$ cat config.mk
export PLATFORM = sky130hd
export DESIGN_NAME = reshape_split
export DESIGN_NICKNAME = d
export VERILOG_FILES = /design/src/rtl/reshape_split_pkg.sv /design/src/rtl/reshape_split_channel_buffer.sv /design/src/rtl/reshape_split.sv
export SDC_FILE = /design/constraint.sdc
export NUM_CORES = 1
export LEC_CHECK = 0
export CAP_MARGIN = 20
export CORE_MARGIN = 1.5
export CORE_UTILIZATION = 40
export DETAILED_ROUTE_END_ITERATION = 10
export GPL_ROUTABILITY_DRIVEN = 0
export PLACE_DENSITY = 0.65
export REMOVE_ABC_BUFFERS = 1
export SYNTH_ARGS = -nofsm -noshare
export SYNTH_HDL_FRONTEND = slang
export SYNTH_SLANG_ARGS = --single-unit
$ cat constraint.sdc
create_clock -name clk -period 9.6 [get_ports clk]
set_input_delay 0.96 -clock clk [delete_from_list [all_inputs] [get_ports clk]]
set_output_delay 0.96 -clock clk [all_outputs]
set_load 0.05 [all_outputs]
$ cat src/rtl/reshape_split_pkg.sv
// Shared definitions for the flatten / reshape_split stage pair.
package reshape_split_pkg;

  localparam int unsigned DEF_DATA_WIDTH = 32;
  localparam int unsigned DEF_MAP_SIZE   = 25;
  localparam int unsigned DEF_CNT_WIDTH  = 5;

  typedef enum logic [1:0] {
    S_CH1 = 2'd0,
    S_CH2 = 2'd1,
    S_CH3 = 2'd2
  } state_e;

endpackage

$ cat src/rtl/reshape_split_channel_buffer.sv
// One channel's worth of words: synchronous write, combinational read so a
// stored word lines up with the live ch3 word of the same index.
module reshape_split_channel_buffer
  import reshape_split_pkg::*;
#(
  parameter int unsigned DATA_WIDTH = DEF_DATA_WIDTH,
  parameter int unsigned MAP_SIZE   = DEF_MAP_SIZE,
  parameter int unsigned CNT_WIDTH  = DEF_CNT_WIDTH
) (
  input  logic                  clk,
  input  logic                  we_i,
  input  logic [CNT_WIDTH-1:0]  waddr_i,
  input  logic [DATA_WIDTH-1:0] wdata_i,
  input  logic [CNT_WIDTH-1:0]  raddr_i,
  output logic [DATA_WIDTH-1:0] rdata_c
);

  logic [DATA_WIDTH-1:0] mem_q [MAP_SIZE];

  // Contents are don't-care after reset, so the array carries no reset.
  always_ff @(posedge clk) begin
    if (we_i) mem_q[waddr_i] <= wdata_i;
  end

  assign rdata_c = mem_q[raddr_i];

endmodule

$ cat src/rtl/reshape_split.sv
// Splits a flattened ch1|ch2|ch3 stream into three word-aligned channel
// streams; ch1/ch2 are buffered and released in lockstep with arriving ch3.
module reshape_split
  import reshape_split_pkg::*;
#(
  parameter int unsigned DATA_WIDTH = DEF_DATA_WIDTH,
  parameter int unsigned MAP_SIZE   = DEF_MAP_SIZE,
  parameter int unsigned CNT_WIDTH  = DEF_CNT_WIDTH
) (
  input  logic                  clk,
  input  logic                  rst_n,
  input  logic                  predict_end,
  input  logic [DATA_WIDTH-1:0] data_in,
  input  logic                  data_in_valid,
  output logic [DATA_WIDTH-1:0] data_out_1,
  output logic [DATA_WIDTH-1:0] data_out_2,
  output logic [DATA_WIDTH-1:0] data_out_3,
  output logic                  data_out_valid,
  output logic                  frame_done
);

  localparam int unsigned LAST_IDX = MAP_SIZE - 1;

  state_e                state_q, state_d;
  logic [CNT_WIDTH-1:0]  cnt_q, cnt_d;
  logic [DATA_WIDTH-1:0] out1_q, out1_d, out2_q, out2_d, out3_q, out3_d;
  logic                  valid_q, valid_d, done_q, done_d;
  logic                  beat_c, last_c, we1_c, we2_c, fire_c;
  logic [DATA_WIDTH-1:0] rd1_c, rd2_c;

  // Clear wins over a coincident data beat.
  assign beat_c = data_in_valid && !predict_end;
  assign last_c = (cnt_q == CNT_WIDTH'(LAST_IDX));

  reshape_split_channel_buffer #(
    .DATA_WIDTH(DATA_WIDTH), .MAP_SIZE(MAP_SIZE), .CNT_WIDTH(CNT_WIDTH)
  ) buf1 (
    .clk(clk), .we_i(we1_c), .waddr_i(cnt_q), .wdata_i(data_in),
    .raddr_i(cnt_q), .rdata_c(rd1_c)
  );

  reshape_split_channel_buffer #(
    .DATA_WIDTH(DATA_WIDTH), .MAP_SIZE(MAP_SIZE), .CNT_WIDTH(CNT_WIDTH)
  ) buf2 (
    .clk(clk), .we_i(we2_c), .waddr_i(cnt_q), .wdata_i(data_in),
    .raddr_i(cnt_q), .rdata_c(rd2_c)
  );

  always_ff @(posedge clk or negedge rst_n) begin
    if (!rst_n) begin
      state_q <= S_CH1;
      cnt_q   <= '0;
    end else begin
      state_q <= state_d;
      cnt_q   <= cnt_d;
    end
  end

  // Next state: cnt walks one channel, wraps on its last beat and advances.
  always_comb begin
    state_d = state_q;
    cnt_d   = cnt_q;
    if (predict_end) begin
      state_d = S_CH1;
      cnt_d   = '0;
    end else if (data_in_valid) begin
      if (last_c) begin
        cnt_d = '0;
        case (state_q)
          S_CH1:   state_d = S_CH2;
          S_CH2:   state_d = S_CH3;
          default: state_d = S_CH1;
        endcase
      end else begin
        cnt_d = CNT_WIDTH'(cnt_q + 1'b1);
      end
    end
  end

  always_comb begin
    we1_c   = 1'b0;
    we2_c   = 1'b0;
    fire_c  = 1'b0;
    case (state_q)
      S_CH1:   we1_c  = beat_c;
      S_CH2:   we2_c  = beat_c;
      S_CH3:   fire_c = beat_c;
      default: ;
    endcase
    out1_d  = fire_c ? rd1_c   : out1_q;
    out2_d  = fire_c ? rd2_c   : out2_q;
    out3_d  = fire_c ? data_in : out3_q;
    valid_d = fire_c;
    done_d  = fire_c && last_c;
  end

  always_ff @(posedge clk or negedge rst_n) begin
    if (!rst_n) begin
      out1_q  <= '0;
      out2_q  <= '0;
      out3_q  <= '0;
      valid_q <= 1'b0;
      done_q  <= 1'b0;
    end else begin
      out1_q  <= out1_d;
      out2_q  <= out2_d;
      out3_q  <= out3_d;
      valid_q <= valid_d;
      done_q  <= done_d;
    end
  end

  assign data_out_1     = out1_q;
  assign data_out_2     = out2_q;
  assign data_out_3     = out3_q;
  assign data_out_valid = valid_q;
  assign frame_done     = done_q;

endmodule

==> reports/metrics.cfg <==
[outcome]
status = finished, final reports clean

[power]
p_clk_share_pct = 44.0
p_comb_share_pct = 3.7
peakVddDrop_v = 0.0001961
power_switching_uw = 3204
power_report.internal_total_uw = 12380
p_per_area_nw_per_um2 = 206.9
switching_share_pct = 20.56
p_seq_share_pct = 52.3
p_leak_uw = 0.02363

[global_routing]
first_global_vias = 32830
grt_usage_pct = 20.46
antenna_found_initial = 6
overflow = 0
grt_pass1_wl_mm = 240.4
grt_max_degree = 129

[cells_and_area]
area_delta_synth_final_pct = 15.61
drive_gt1_share_pct = 22.44
final_common_cell = edfxtp_1
nNetsFinal = 3492
final_cell_mix = edfxtp_1 (1600), mux4_2 (277), nand2_1 (272), mux2i_1 (171), clkbuf_16 (170)

[timing]
hold_viol = 0
maxSlewViolCount = 0
worst_slack_ns = 5.289
finalCriticalPeriod_ns = 4.311
final.setup.tns_ns = 0
grt_setup_unrepaired = no
finalCritPeriodShare_pct = 44.91
setup-violations-final = 0
max_slew.worst_pin.slew_ns = 1.199
max-slew-margin-rel_pct = 19.64
fmax_mhz = 232.0
finalClockSkew_ns = 0.02798

[place]
numPortBuffers = 133
place_ws_ns = 5.180
dp_hpwl_mm = 92.93

[clock_network]
clock_sinks = 1705
clockBufferDepth = 3
clk_latency_ns = 0.81
cts_setup_buffers = 0
htree_levels = 4
root_buffer = clkbuf_16
cts_made_buffers = 168
cts_resized = 0
hold_buffers = 0
clkTransAtPathRegs_ns = 0.07
cts_tree = built

[critical_path]
startpoint_type = register
reg2reg_slack_ns = 5.29
path_max_fanout = 128
reg2reg_from = cnt_q[1]$_DFFE_PN0P_
r2r_end = data_out_2[17]$_DFFE_PN0P_
cp-end-kind = register
critPathKind = reg -> reg
cp.arrival_ns = 4.98
r2r_cells = 7
worstPathRequired_ns = 10.27

[detailed_routing]
wl_mm = 168.4
drc_errors = 0
dr.pass1.iters = 5
drt-wirelength-per-cell_um = 29.23
vias = 32810
viasPerCell = 5.697
drtIter0Drc = 3864
final_antenna_net_count = 0

[synthesis]
synth_top_area_share_pct = 73.75
synth_flop_cell = edfxtp_1
ys_ff_latch = 1705
synth_edf_count = 1600
synthesis.instances = 3230
async_flop_share_pct = 6.158
synth.avg_cell_area_um2 = 20.17
yosys.area.top_type = edfxtp_1
netlist_top_cells_area = edfxtp_1 (74%), mux4_2 (9.6%), dfrtp_1 (4.0%), mux2i_1 (2.6%), nand2_1 (1.6%)
synth_area_um2 = 65150
ys_seq_area_share_pct = 77.78
ys_types = 61
yosys_warnings = 0

[hold_path]
hold_class = in -> async

[floorplan]
die_h_um = 406.6
ios = 134
die_x_um = 406.6
core-area_um2 = 161100
initial_core_util_pct = 40.43
die_area_um2 = 165300
num_rows = 147

[job]
max_cap_viol_count = 0

[through the flow]
step	util [%]	cell area (um2)	total power, uW	std cells	hold WS (ns)
4_1_cts	46.55	75010	15670	5743	0.1836
3_3_place_gp	42.88	69090	8876	5422	0.4580
5_1_grt	46.74	75310	15980	5756	0.2275
6_report	46.75	75320	15580	5759	0.1799
2_1_floorplan	-	64090	8882	3050	0.5280
3_5_place_dp	42.97	69240	8888	5429	0.4626
[kinds of logic (layout without fill, tap and decap cells)]
logic type                 after synthesis  after routing  synth area share (%)
AOI/OAI and AO/OA                      310            310                 3.472
adders and majority gates                4              4               0.07683
buffers and inverters                  185            551                 1.646
DFF                                   1705           1705                 77.78
muxes                                  521            521                 13.49
other                                    0              3                     0
and+or+nand+nor                        505            505                 3.532
[power groups by stage]
stage | sequential [uW] | combinational, uW | clock, uW
floorplan | 8380 | 502 | 0
global placement | 8310 | 563 | 0
detailed placement | 8310 | 574 | 0
CTS | 8160 | 575 | 6940
global route | 8150 | 611 | 7210
finish | 8160 | 571 | 6860
[worst max-delay path by stage]
stage | start | to | depth (start not counted)
after global routing | cnt_q[1]$_DFFE_PN0P_ | data_out_1[1]$_DFFE_PN0P_ | 7
after global placement | data_in_valid | buf1.mem_q[8][1]$_DFFE_PP_ | 4
after detailed placement | data_in_valid | buf1.mem_q[21][30]$_DFFE_PP_ | 4
final | cnt_q[1]$_DFFE_PN0P_ | data_out_2[17]$_DFFE_PN0P_ | 7
after floorplan | cnt_q[1]$_DFFE_PN0P_ | buf2.mem_q[24][0]$_DFFE_PP_ | 4
after CTS | cnt_q[1]$_DFFE_PN0P_ | data_out_2[17]$_DFFE_PN0P_ | 7
[flip-flops by register name, indices dropped and copies added (netlist names)]
register        flops
buf1.mem_q        800
buf2.mem_q        800
data_out_1         32
data_out_2         32
data_out_3         32
cnt_q               5
state_q             2
data_out_valid      1
frame_done          1
[synthesized netlist by cell type (3+ instances only)]
cell type  instances
edfxtp_1        1600
mux4_2           277
nand2_1          272
mux2i_1          171
nor2_1           115
dfrtp_1          105
mux2_2            69
buf_2             68
a211oi_1          56
a21oi_1           52
clkbuf_1          48
o22ai_1           48
a22oi_1           31
a41oi_1           30
or3_1             27
a221oi_1          26
buf_4             26
buf_6             24
o32a_1            19
o22a_1            17
nand4_1           15
buf_1             12
nor2b_1           12
o21ai_0           12
a21o_1            10
nand3_1           10
nor4_1             6
nand2b_1           5
nor3_1             5
ha_1               4
mux2_4             4
nand4bb_1          4
or4b_1             4
and2_1             3
inv_1              3
nand3b_1           3
o211ai_1           3
or2_2              3
[final cells by class]
class | count | area [um2]
antenna | 3 | 7.507
clock buffer | 221 | 4596
clock inverter | 93 | 1175
fill | 13350 | 85800
inverter | 5 | 23.77
multi-input combinational | 1340 | 13820
sequential | 1705 | 50690
tap | 2160 | 2703
timing repair buffer | 232 | 2310
[worst max-delay path, stage by stage, from the launching register on]
cell and delay [ns]:
dfrtp_4 0.77, buf_12 0.64, buf_12 0.60, buf_4 0.88, mux4_2 0.60, nand2_1 0.09
a21oi_1 0.08, o32a_1 0.36
[metal layers]
layer / global-route usage, % / share of wire [%] / wire length, um
met1: 29.16 / 42 / 70400
met2: 32.62 / 48 / 80850
met3: 3.913 / 8.4 / 14150
met4: 4.798 / 1.8 / 2953
met5: 0 / 0 / 0
Power figures use the tool's default switching activity.
